**src/rtl/audio_resamp_pkg.sv**
```systemverilog
// Shared types and constants for the linear audio resampler.
// The optional dither LFSR constants are only consumed when AUDIO_RESAMP_DITHER_EN is defined.
package audio_resamp_pkg;

    localparam int unsigned DEF_IW           = 16;
    localparam int unsigned DEF_FW           = 12;
    localparam int unsigned DEF_MCLK_RATE    = 53693175;
    localparam int unsigned DEF_DATA_CLK_IN  = 300000;
    localparam int unsigned DEF_DATA_CLK_OUT = 48000;

    typedef logic signed [DEF_IW-1:0] sample_t;
    typedef logic        [DEF_FW-1:0] mu_t;

    // round(2^fw * rate_in / mclk), computed in 64 bits to avoid overflow
    function automatic int unsigned calc_step(input int unsigned fw,
                                              input int unsigned rate_in,
                                              input int unsigned mclk);
        logic [63:0] num;
        num = (64'd1 << fw) * 64'(rate_in);
        return 32'((num + 64'(mclk / 2)) / 64'(mclk));
    endfunction

    localparam int unsigned STEP       = calc_step(DEF_FW, DEF_DATA_CLK_IN, DEF_MCLK_RATE);
    localparam int unsigned ROUND_HALF = 1 << (DEF_FW - 1);

    // Galois form of x^16+x^14+x^13+x^11+1, shifting right
    localparam logic [15:0] LFSR_POLY = 16'hB400;
    localparam logic [15:0] LFSR_SEED = 16'hACE1;

endpackage

```
**src/rtl/audio_frac_tick_gen.sv**
```systemverilog
// Fractional rate tick generator: exactly TICK_RATE one-cycle ticks per CLK_RATE clocks.
// Reusable by any audio rate converter needing an exact-average output cadence.
module audio_frac_tick_gen #(
    parameter int unsigned TICK_RATE = 48000,
    parameter int unsigned CLK_RATE  = 53693175
) (
    input  logic clk,
    input  logic reset_n,
    output logic tick
);

    logic [31:0] acc;
    logic [32:0] sum;

    always_comb begin
        sum  = {1'b0, acc} + 33'(TICK_RATE);
        tick = (sum >= 33'(CLK_RATE));
    end

    always_ff @(posedge clk or negedge reset_n) begin
        if (!reset_n) begin
            acc <= '0;
        end else if (tick) begin
            acc <= 32'(sum - 33'(CLK_RATE));
        end else begin
            acc <= sum[31:0];
        end
    end

endmodule

```
**src/rtl/audio_linear_resampler.sv**
```systemverilog
// Linear-interpolating resampler from ~DATA_CLK_IN to an exact-average DATA_CLK_OUT stream.
// Define AUDIO_RESAMP_DITHER_EN to replace the round-half term with LFSR rectangular dither.
module audio_linear_resampler
    import audio_resamp_pkg::*;
#(
    parameter int unsigned IW           = DEF_IW,
    parameter int unsigned FW           = DEF_FW,
    parameter int unsigned MCLK_RATE    = DEF_MCLK_RATE,
    parameter int unsigned DATA_CLK_IN  = DEF_DATA_CLK_IN,
    parameter int unsigned DATA_CLK_OUT = DEF_DATA_CLK_OUT
) (
    input  logic                 clk,
    input  logic                 reset_n,
    input  logic                 in_valid,
    input  logic signed [IW-1:0] data_in,
    output logic signed [IW-1:0] data_out,
    output logic                 out_valid,
    output logic                 stale
);

    localparam int unsigned PH_STEP = calc_step(FW, DATA_CLK_IN, MCLK_RATE);
    localparam int unsigned PW      = IW + FW + 2;
    localparam logic [FW:0]   PH_INC  = PH_STEP[FW:0];
    localparam logic [FW:0]   PH_MAX  = {1'b0, {FW{1'b1}}};
    localparam logic [FW-1:0] ROUND_C = {1'b1, {(FW-1){1'b0}}};

    logic                 tick;
    logic [FW:0]          ph, ph_sum;
    logic                 ph_sat;
    logic signed [IW-1:0] x_prev, x_cur;
    logic                 s1_valid;
    logic signed [IW:0]   s1_d;
    logic signed [IW-1:0] s1_xp;
    logic [FW-1:0]        s1_mu;
    logic [FW-1:0]        rnd_term;
    logic signed [PW-1:0] d_ext, mu_ext, p, p_rnd;
    logic signed [IW-1:0] y;

    audio_frac_tick_gen #(
        .TICK_RATE (DATA_CLK_OUT),
        .CLK_RATE  (MCLK_RATE)
    ) u_tick (
        .clk     (clk),
        .reset_n (reset_n),
        .tick    (tick)
    );

    always_comb begin
        ph_sum = ph + PH_INC;
        ph_sat = (ph_sum >= PH_MAX);
    end

    always_ff @(posedge clk or negedge reset_n) begin
        if (!reset_n) begin
            ph     <= '0;
            x_prev <= '0;
            x_cur  <= '0;
            stale  <= 1'b0;
        end else if (in_valid) begin
            ph     <= '0;
            x_prev <= x_cur;
            x_cur  <= data_in;
            stale  <= 1'b0;
        end else begin
            ph <= ph_sat ? PH_MAX : ph_sum;
            if (ph_sat) begin
                stale <= 1'b1;
            end
        end
    end

    // S1 samples the register values, so a coincident in_valid shift is not seen
    always_ff @(posedge clk or negedge reset_n) begin
        if (!reset_n) begin
            s1_valid <= 1'b0;
            s1_d     <= '0;
            s1_xp    <= '0;
            s1_mu    <= '0;
        end else begin
            s1_valid <= tick;
            if (tick) begin
                s1_d  <= {x_cur[IW-1], x_cur} - {x_prev[IW-1], x_prev};
                s1_xp <= x_prev;
                s1_mu <= ph[FW-1:0];
            end
        end
    end

`ifdef AUDIO_RESAMP_DITHER_EN
    logic [15:0] lfsr;

    always_ff @(posedge clk or negedge reset_n) begin
        if (!reset_n) begin
            lfsr <= LFSR_SEED;
        end else if (tick) begin
            lfsr <= lfsr[0] ? ((lfsr >> 1) ^ LFSR_POLY) : (lfsr >> 1);
        end
    end

    assign rnd_term = lfsr[15 -: FW];
`else
    assign rnd_term = ROUND_C;
`endif

    always_comb begin
        d_ext  = PW'(s1_d);
        mu_ext = PW'({1'b0, s1_mu});
        p      = d_ext * mu_ext;
        p_rnd  = p + $signed(PW'(rnd_term));
        y      = IW'(PW'(s1_xp) + (p_rnd >>> FW));
    end

    always_ff @(posedge clk or negedge reset_n) begin
        if (!reset_n) begin
            data_out  <= '0;
            out_valid <= 1'b0;
        end else begin
            out_valid <= s1_valid;
            if (s1_valid) begin
                data_out <= y;
            end
        end
    end

endmodule
```
**config.mk**
```make
export PLATFORM = sky130hd
export DESIGN_NAME = audio_linear_resampler
export DESIGN_NICKNAME = d
export VERILOG_FILES = /design/src/rtl/audio_resamp_pkg.sv /design/src/rtl/audio_frac_tick_gen.sv /design/src/rtl/audio_linear_resampler.sv
export SDC_FILE = /design/constraint.sdc
export NUM_CORES = 1
export LEC_CHECK = 0
export CORE_MARGIN = 1.5
export CORE_UTILIZATION = 33
export CTS_BUF_LIST = sky130_fd_sc_hd__clkbuf_4
export CTS_CLUSTER_SIZE = 40
export DETAILED_ROUTE_END_ITERATION = 16
export SYNTH_ARGS = -nofsm -noshare
export SYNTH_HDL_FRONTEND = slang
export SYNTH_HIERARCHICAL = 1
export SYNTH_SLANG_ARGS = --single-unit
```
**constraint.sdc**
```tcl
create_clock -name clk -period 14.02 [get_ports clk]
set_clock_uncertainty 0.15 [all_clocks]
set_input_delay 2.804 -clock clk [delete_from_list [all_inputs] [get_ports clk]]
set_output_delay 2.804 -clock clk [all_outputs]
set_load 0.05 [all_outputs]
```
# After elaboration in Yosys (flattened, before gate mapping)
# Index checks and enable logic that the tools add are counted.
# op_classes
n_mul	1
addsub	6
n_lt_le_gt_ge	2
reduce_logical	1
muxes	5
# ops
operator	n
32-bit by 16-bit adder with 33-bit output (second input constant)	1
33-bit by 26-bit >= comparator with 1-bit output (second input constant)	1
32-bit two-way mux	1
32-bit by 26-bit subtractor with 32-bit output (second input constant)	1
28-bit by 13-bit adder with 28-bit output (second input constant)	1
17-bit by 13-bit multiplier with 28-bit output	1
13-bit two-way mux	2
16-bit by 16-bit subtractor with 17-bit output	1
16-bit adder	1
13-bit by 5-bit adder with 13-bit output (second input constant)	1
13-bit by 12-bit >= comparator with 1-bit output (second input constant)	1
1-bit two-way mux	2
2-bit nonzero test	1
# totals
reg_bits	141
input_bits	19
word_cells	26
out_inout_bits	18

# Depth between registers and ports, before layout
# Gate-level depths: netlist of the first run.
# logic_depth
word_depth	4
mapped_depth	31
ltp_nobuf	30

# By module
# Netlist of the first run, hierarchy kept.
# modules_own_cells
mod	seq_area_each_um2	cells_per_inst	instances	area_per_inst_um2
audio_linear_resampler	2727.6	1240	1	12445.7
audio_frac_tick_gen	800.8	297	1	2583.7

# Worst setup path before layout of the first run
# OpenSTA, ideal clock, no wires.
# synth_timing
path_kind	register -> register
startpoint	reg s1_mu[9]
endpoint	reg data_out[15]
period_less_slack_ns	7.480
path_buffers	2
setup_slack_ns	6.540
required_time_ns	13.745
arrival_ns	7.205
stages_incl_launch_ff	30
setup_time_ns	0.125
cell_sequence	dfrtp_1 > clkbuf_1 > clkbuf_1 > nand2_1 > fa_1 > inv_1 > fa_1 > fa_1 > fa_1 > fa_1 > ha_1 > ha_1 > a21o_1 > a21o_1 > a21o_1 > a21o_1 > a41o_1 > and2_2 > o21a_1 > nor2_1 > xnor2_1 > ha_1 > o21a_1 > o21ai_0 > a21oi_1 > o21a_1 > o21ai_1 > a21oi_1 > xnor3_1 > mux2_4
# synth_between
elab_chain_len	3
# synth_lines
item	line	source
start, declared	audio_linear_resampler.sv:34	logic [FW-1:0] s1_mu;
start signal, assigned	audio_linear_resampler.sv:84	s1_mu <= ph[FW-1:0];
17-bit by 13-bit multiplier with 28-bit output	audio_linear_resampler.sv:108	p = d_ext * mu_ext;
28-bit by 13-bit adder with 28-bit output	audio_linear_resampler.sv:109	p_rnd = p + $signed(PW'(rnd_term));
16-bit adder	audio_linear_resampler.sv:110	y = IW'(PW'(s1_xp) + (p_rnd >>> FW));
end signal, assigned	audio_linear_resampler.sv:120	data_out <= y;
end, declared	audio_linear_resampler.sv:16	output logic signed [IW-1:0] data_out,
# Every way passes these cells.
# A chain may end at the register's enable or synchronous reset.

# Worst setup path after layout of the first run
# layout_timing
startpoint	reg s1_mu[7]
endpoint	reg data_out[15]
# Same word-level chain as after synthesis.

==> results of run 1 <==
## cell families after synthesis
| kind of cell | count (synthesis) | synth area share |
|---|---|---|
| AND/OR/NAND/NOR | 432 | 0.146 |
| adder cells (fa/ha/maj) | 298 | 0.339 |
| buffers and inverters | 277 | 0.0710 |
| AO/OA/AOI/OAI | 222 | 0.0999 |
| flip-flops | 141 | 0.235 |
| XOR/XNOR | 101 | 0.0603 |
| multiplexers | 65 | 0.0488 |
| other | 1 | 0.000250 |
## where the power goes
group          switching, mW  total [mW]  internal [mW]
combinational         0.0640       0.109         0.0454
sequential            0.0118       0.432          0.420
clock                  0.204       0.289         0.0846
## area by class of cell
cell class / count / area, um^2 / area share
clock buffer: 17 / 128 / 0.00788
sequential: 141 / 3530 / 0.218
clock inverter: 15 / 164 / 0.0101
timing repair buffer: 39 / 379 / 0.0234
multi-input combinational: 1119 / 10400 / 0.644
tap: 600 / 751 / 0.0463
inverter: 216 / 812 / 0.0501
antenna: 3 / 7.51 / 0.000463
## critical path: stages, from the launching register on
cell and delay (ps):
dfrtp_1 840, nand2_1 180, fa_1 560, inv_1 50
fa_1 490, inv_1 50, fa_1 480, inv_1 60
fa_1 500, fa_1 530, fa_1 500, ha_1 340
o221ai_2 150, nand2b_1 140, a21oi_1 190, xnor2_1 190
ha_1 300, a211oi_1 390, o21ai_1 160, a31oi_1 400
a21oi_1 180, o21a_1 220, o21ai_1 160, a21oi_1 110
xnor3_1 340, mux2_4 260
## metrics by stage
step / cells / hold WS [ps] / total power, mW / util
after global placement: 2115 / 327 / 0.546 / 0.352
after floorplan: 1537 / 202 / 0.511 / -
after CTS: 2147 / 364 / 0.845 / 0.358
after detailed placement: 2115 / 331 / 0.549 / 0.352
final: 2150 / 357 / 0.830 / 0.359
after global routing: 2150 / 389 / 0.877 / 0.359
## state kept, by name (all words and copies together), names as in the netlist
signal / cells
s1_mu: 12
s1_xp: 16
out_valid: 1
s1_d: 17
x_cur: 16
u_tick/acc: 32
s1_valid: 1
stale: 1
ph: 13
data_out: 16
x_prev: 16
## layer usage
layer  part of all wire  wire [um]  global-route usage  vias up
met2               0.50      16500               0.257      188
li1                   -          -                   -     5006
met3              0.038       1250              0.0258       36
met1               0.44      14600               0.195     5466
met5                  0          0                   0        -
met4              0.015        510              0.0384        0
## path summary, 6_finish.rpt
path / startpoint / end / slack [ps] / cells past startpoint
setup reg to reg: s1_mu[7]$_DFFE_PN0P_ / data_out[15]$_DFFE_PN0P_ / 5970 / 25
setup / recovery: s1_mu[7]$_DFFE_PN0P_ / data_out[15]$_DFFE_PN0P_ / 5970 / 25
min in group asynchronous: reset_n / u_tick/acc[5]$_DFFE_PN0P_ / 1950 / 1
hold reg to reg: data_out[11]$_DFFE_PN0P_ / data_out[11]$_DFFE_PN0P_ / 360 / 1
hold / removal: data_out[11]$_DFFE_PN0P_ / data_out[11]$_DFFE_PN0P_ / 360 / 1
max in group asynchronous: reset_n / x_cur[2]$_DFFE_PN0P_ / 10290 / 2
## placed cells by master (no fill, tap or decap), drive strengths merged, types with 7 or more instances in the layout
cell,count
a211oi,12
a21o,15
a21oi,55
a31oi,11
and2,100
clkbuf,17
clkdlybuf4s50,34
dfrtp,141
fa,182
ha,116
inv,227
mux2,63
nand2,167
nand2b,9
nand3,18
nand4,12
nor2,48
nor2b,7
nor3,30
o21a,16
o21ai,59
xnor2,64
xor2,36
==> flow_metrics.tcl, run 1 <==
set metrics [dict create \
    clk_pin_slew_worst_paths_ps 180 \
    gr-usage-all-layers 0.150 \
    drive_gt1_frac 0.0866 \
    ys_types 88 \
    area_growth_pct 7.81 \
    setup_viol 0 \
    placed_area_um2 15900 \
    insertion_delay_ps 670 \
    die_h_um 216 \
    cts_resized 0 \
    timing.fmax_ghz 0.124 \
    final.period_utilization 0.574 \
    synth.avg_cell_area_um2 9.78 \
    grt_pass1_vias 11400 \
    worstMarginPinSlew_ps 971 \
    setup-tns-final_ps 0 \
    cap_violations 0 \
    status "finished clean" \
    synthCells 1537 \
    initial_core_util 0.333 \
    ys_seq_area_frac 0.235 \
    drt-vias-per-instance 4.97 \
    ioPinCount 37 \
    place_ws_ps 6050 \
    n_fill_cell 4584 \
    post_cts_buffers 0 \
    syn_nets 1854 \
    cts_made_buffers 17 \
    peakVddDrop_mv 0.0405 \
    p_leak_nw 8.00 \
    grt_first_pass_wirelength_um 56900 \
    path_class "flop to flop" \
    cts_tree "built" \
    ant_nets 0 \
    max_slew_margin 0.352 \
    die_area_um2 46800 \
    nets 1851 \
    dr.pass1.iters 5 \
    hpwlAfterDp_um 25100 \
    startpoint_type "flop" \
    synthArstFlopShare 1.00 \
    hold_class "flop to flop" \
    place_congestion 0.833 \
    cts_hold_buf 0 \
    routed_wl_um 32900 \
    grt_overflow_total 0 \
    powerDensity_nw_per_um2 51.2 \
    worst_slack_ps 5970 \
    crit_path_end_kind "flop" \
    cts_root_buf "clkbuf_4" \
    synth_area_leaders "fa_1 (24%), dfrtp_1 (23%), ha_1 (9.7%)" \
    vias 10700 \
    final_area_um2 16200 \
    ys_seq_elements 141 \
    drc_errors 0 \
    synth_flop_cell "dfrtp_1" \
    core_um2 45200 \
    wire_per_inst_um 15.3 \
    cp.arrival_ps 8440 \
    clock_sinks 141 \
    hold_violations 0 \
    yosys.area.top_type "fa_1" \
    antenna_found_initial 1 \
    critical_path_required_ps 14410 \
    rsz0062_at_grt "false" \
    netlist_area_um2 15000 \
    synth_edf_count 0 \
    netlist.area_leader.share 0.242 \
    htree_levels 4 \
    die_w_um 216 \
    slew_viol_final 0 \
    num_rows 78 \
    synthTopCellsByCount "inv_1 (213), fa_1 (182), nand2_1 (166)" \
    dr.first_iter.drc_count 734 \
    clockBufferDepth 2 \
    grt_max_degree 74 \
    fin_crit_ps 8050 \
    yosys_warnings 6 \
    synthMostInstantiatedCell "inv_1" \
    critPathMaxFanout 18 \
    port-buffer-count 36 \
]
No activity file was read; power rests on OpenSTA's default activity.
==> inputs of run 2 (changes only) <==
Clock period 14.02 ns to 8.4 ns, I/O delays scaled along.
==> run 2 against run 1 <==
Effect of this change: global-route usage hardly changed; setup slack worse by 5500 ps; critical path depth grew 3; register-to-register slack worse by 5500 ps; count of clock-buffer cells in the layout unchanged; combinational power grew 67%; first-iteration DRC count fell by 19%; critical path type unchanged; critical endpoint unchanged; largest power group unchanged.
==> flow_metrics.tcl, run 2 (synthesis gave the netlist of run 1 again) <==
set metrics [dict create \
    status "finished clean" \
    place_congestion 0.846 \
    grt_max_degree 74 \
    cts_hold_buf 0 \
    startpoint_type "flop" \
    dr.first_iter.drc_count 595 \
    final.period_utilization 0.948 \
    reg.largest.list "u_tick/acc: 32 flops, s1_d: 17 flops" \
    max_stage_delay_ps 590 \
    largest_reg_flops 32 \
    critPathMaxFanout 18 \
    setup_viol 0 \
    cts_root_buf "clkbuf_4" \
    wire_per_inst_um 15.3 \
    dp.cells 2126 \
    cp_common_cell "fa_1" \
    timing.fmax_ghz 0.126 \
    timing.rr.start "s1_mu[2]$_DFFE_PN0P_" \
    path_class "flop to flop" \
    grt_overflow_total 0 \
    htree_levels 4 \
    grt_first_pass_wirelength_um 56800 \
    peakVddDrop_mv 0.0983 \
    hold_violations 0 \
    max_flop_register "u_tick/acc" \
    rsz0062_at_grt "false" \
    drc_errors 0 \
    setup-tns-final_ps 0 \
    max_slew_margin 0.348 \
    cp.arrival_ps 8340 \
    antenna_found_initial 0 \
    nets 1862 \
    grt_pass1_vias 11200 \
    layout_common_cells "inv_1 (213), fa_1 (182), nand2_1 (166)" \
    vias 10600 \
    clk_pin_slew_worst_paths_ps 150 \
    die_h_um 216 \
    instances_no_fill 2158 \
    post_cts_buffers 0 \
    insertion_delay_ps 640 \
    initial_core_util 0.333 \
    min_path_cells 1 \
    crit_start "s1_mu[2]$_DFFE_PN0P_" \
    gr-usage-all-layers 0.150 \
    drt-vias-per-instance 4.92 \
    clock_sinks 141 \
    cts_tree "built" \
    area_growth_pct 8.08 \
    clockBufferDepth 2 \
    dr.pass1.iters 5 \
    cap_violations 0 \
    port-buffer-count 36 \
    p_leak_nw 8.03 \
    crit_slowest_cell "dfrtp_1" \
    die_area_um2 46800 \
    slew_viol_final 0 \
    worstRegToRegCells 28 \
    num_rows 78 \
    ant_nets 0 \
    hpwlAfterDp_um 25500 \
    powerDensity_nw_per_um2 82.9 \
    drive_gt1_frac 0.0931 \
    die_w_um 216 \
    cts_made_buffers 17 \
    fin_crit_ps 7960 \
    min_from "data_out[11]$_DFFE_PN0P_" \
    worstMarginPinSlew_ps 979 \
    routed_wl_um 33100 \
    core_um2 45200 \
    crit_path_end_kind "flop" \
    ioPinCount 37 \
    final_common_cell "inv_1" \
    cts_resized 0 \
    fin_util 0.360 \
    hold_class "flop to flop" \
    critical_path_required_ps 8770 \
    n_antenna_cell 0 \
]
run 2: changes by cell type in the layout (fill, tap and decap cells not counted):
cell	delta
buf_4	+11
clkinvlp_4	+5
inv_8	-5
diode_2	-3
clkinv_4	+2
clkinv_8	-2
run 2: power by group:
part | switching [mW] | leakage [nW] | internal (mW)
Sequential | 0.0197 | 1.84 | 0.701
Combinational | 0.107 | 6.06 | 0.0755
Clock | 0.317 | 0.126 | 0.126
Total | 0.444 | 8.03 | 0.903
run 2: worst max-delay path: cells and delay by family (launching register included):
kind / cells / cell delay (ps)
muxes: 1 / 260
xor gates and xnor gates: 2 / 530
buffers and inverters: 4 / 210
AOI/OAI and AO/OA: 11 / 2350
DFF: 1 / 590
and+or+nand+nor: 2 / 380
adders and majority gates: 8 / 3390
run 2: layout make-up:
type	instances	area (um^2)
well taps	600	751
multi-input cells	1119	10400
flip-flops and latches	141	3530
inverters	216	812
clock buffers	17	128
fillers	4531	28900
repair buffers	50	462
clock inverters	15	130
run 2: through the flow:
step	hold WS, ps	power, mW	instance area (um^2)	setup WS (ps)
6_report	356	1.35	16200	435
5_1_grt	369	1.43	16200	21.2
2_1_floorplan	202	0.852	15000	920
3_3_place_gp	328	0.913	16000	587
3_5_place_dp	331	0.917	16000	474
4_1_cts	360	1.38	16200	423
run 2: final timing paths:
| path | slack, ps | endpoint |
|---|---|---|
| hold / removal | 360 | data_out[11]$_DFFE_PN0P_ |
| setup / recovery | 440 | data_out[15]$_DFFE_PN0P_ |
| max in group asynchronous | 5720 | x_prev[2]$_DFFE_PN0P_ |
| min in group asynchronous | 880 | u_tick/acc[2]$_DFFE_PN0P_ |
| setup reg to reg | 440 | data_out[15]$_DFFE_PN0P_ |
| hold reg to reg | 360 | data_out[11]$_DFFE_PN0P_ |
run 2: metal layers:
metal  GRT usage  share of wire  vias to the layer above
li1            -              -                     5015
met1       0.202           0.46                     5402
met2       0.254           0.49                      180
met3      0.0264          0.033                       24
met4      0.0292         0.0090                        0
met5           0              0                        -
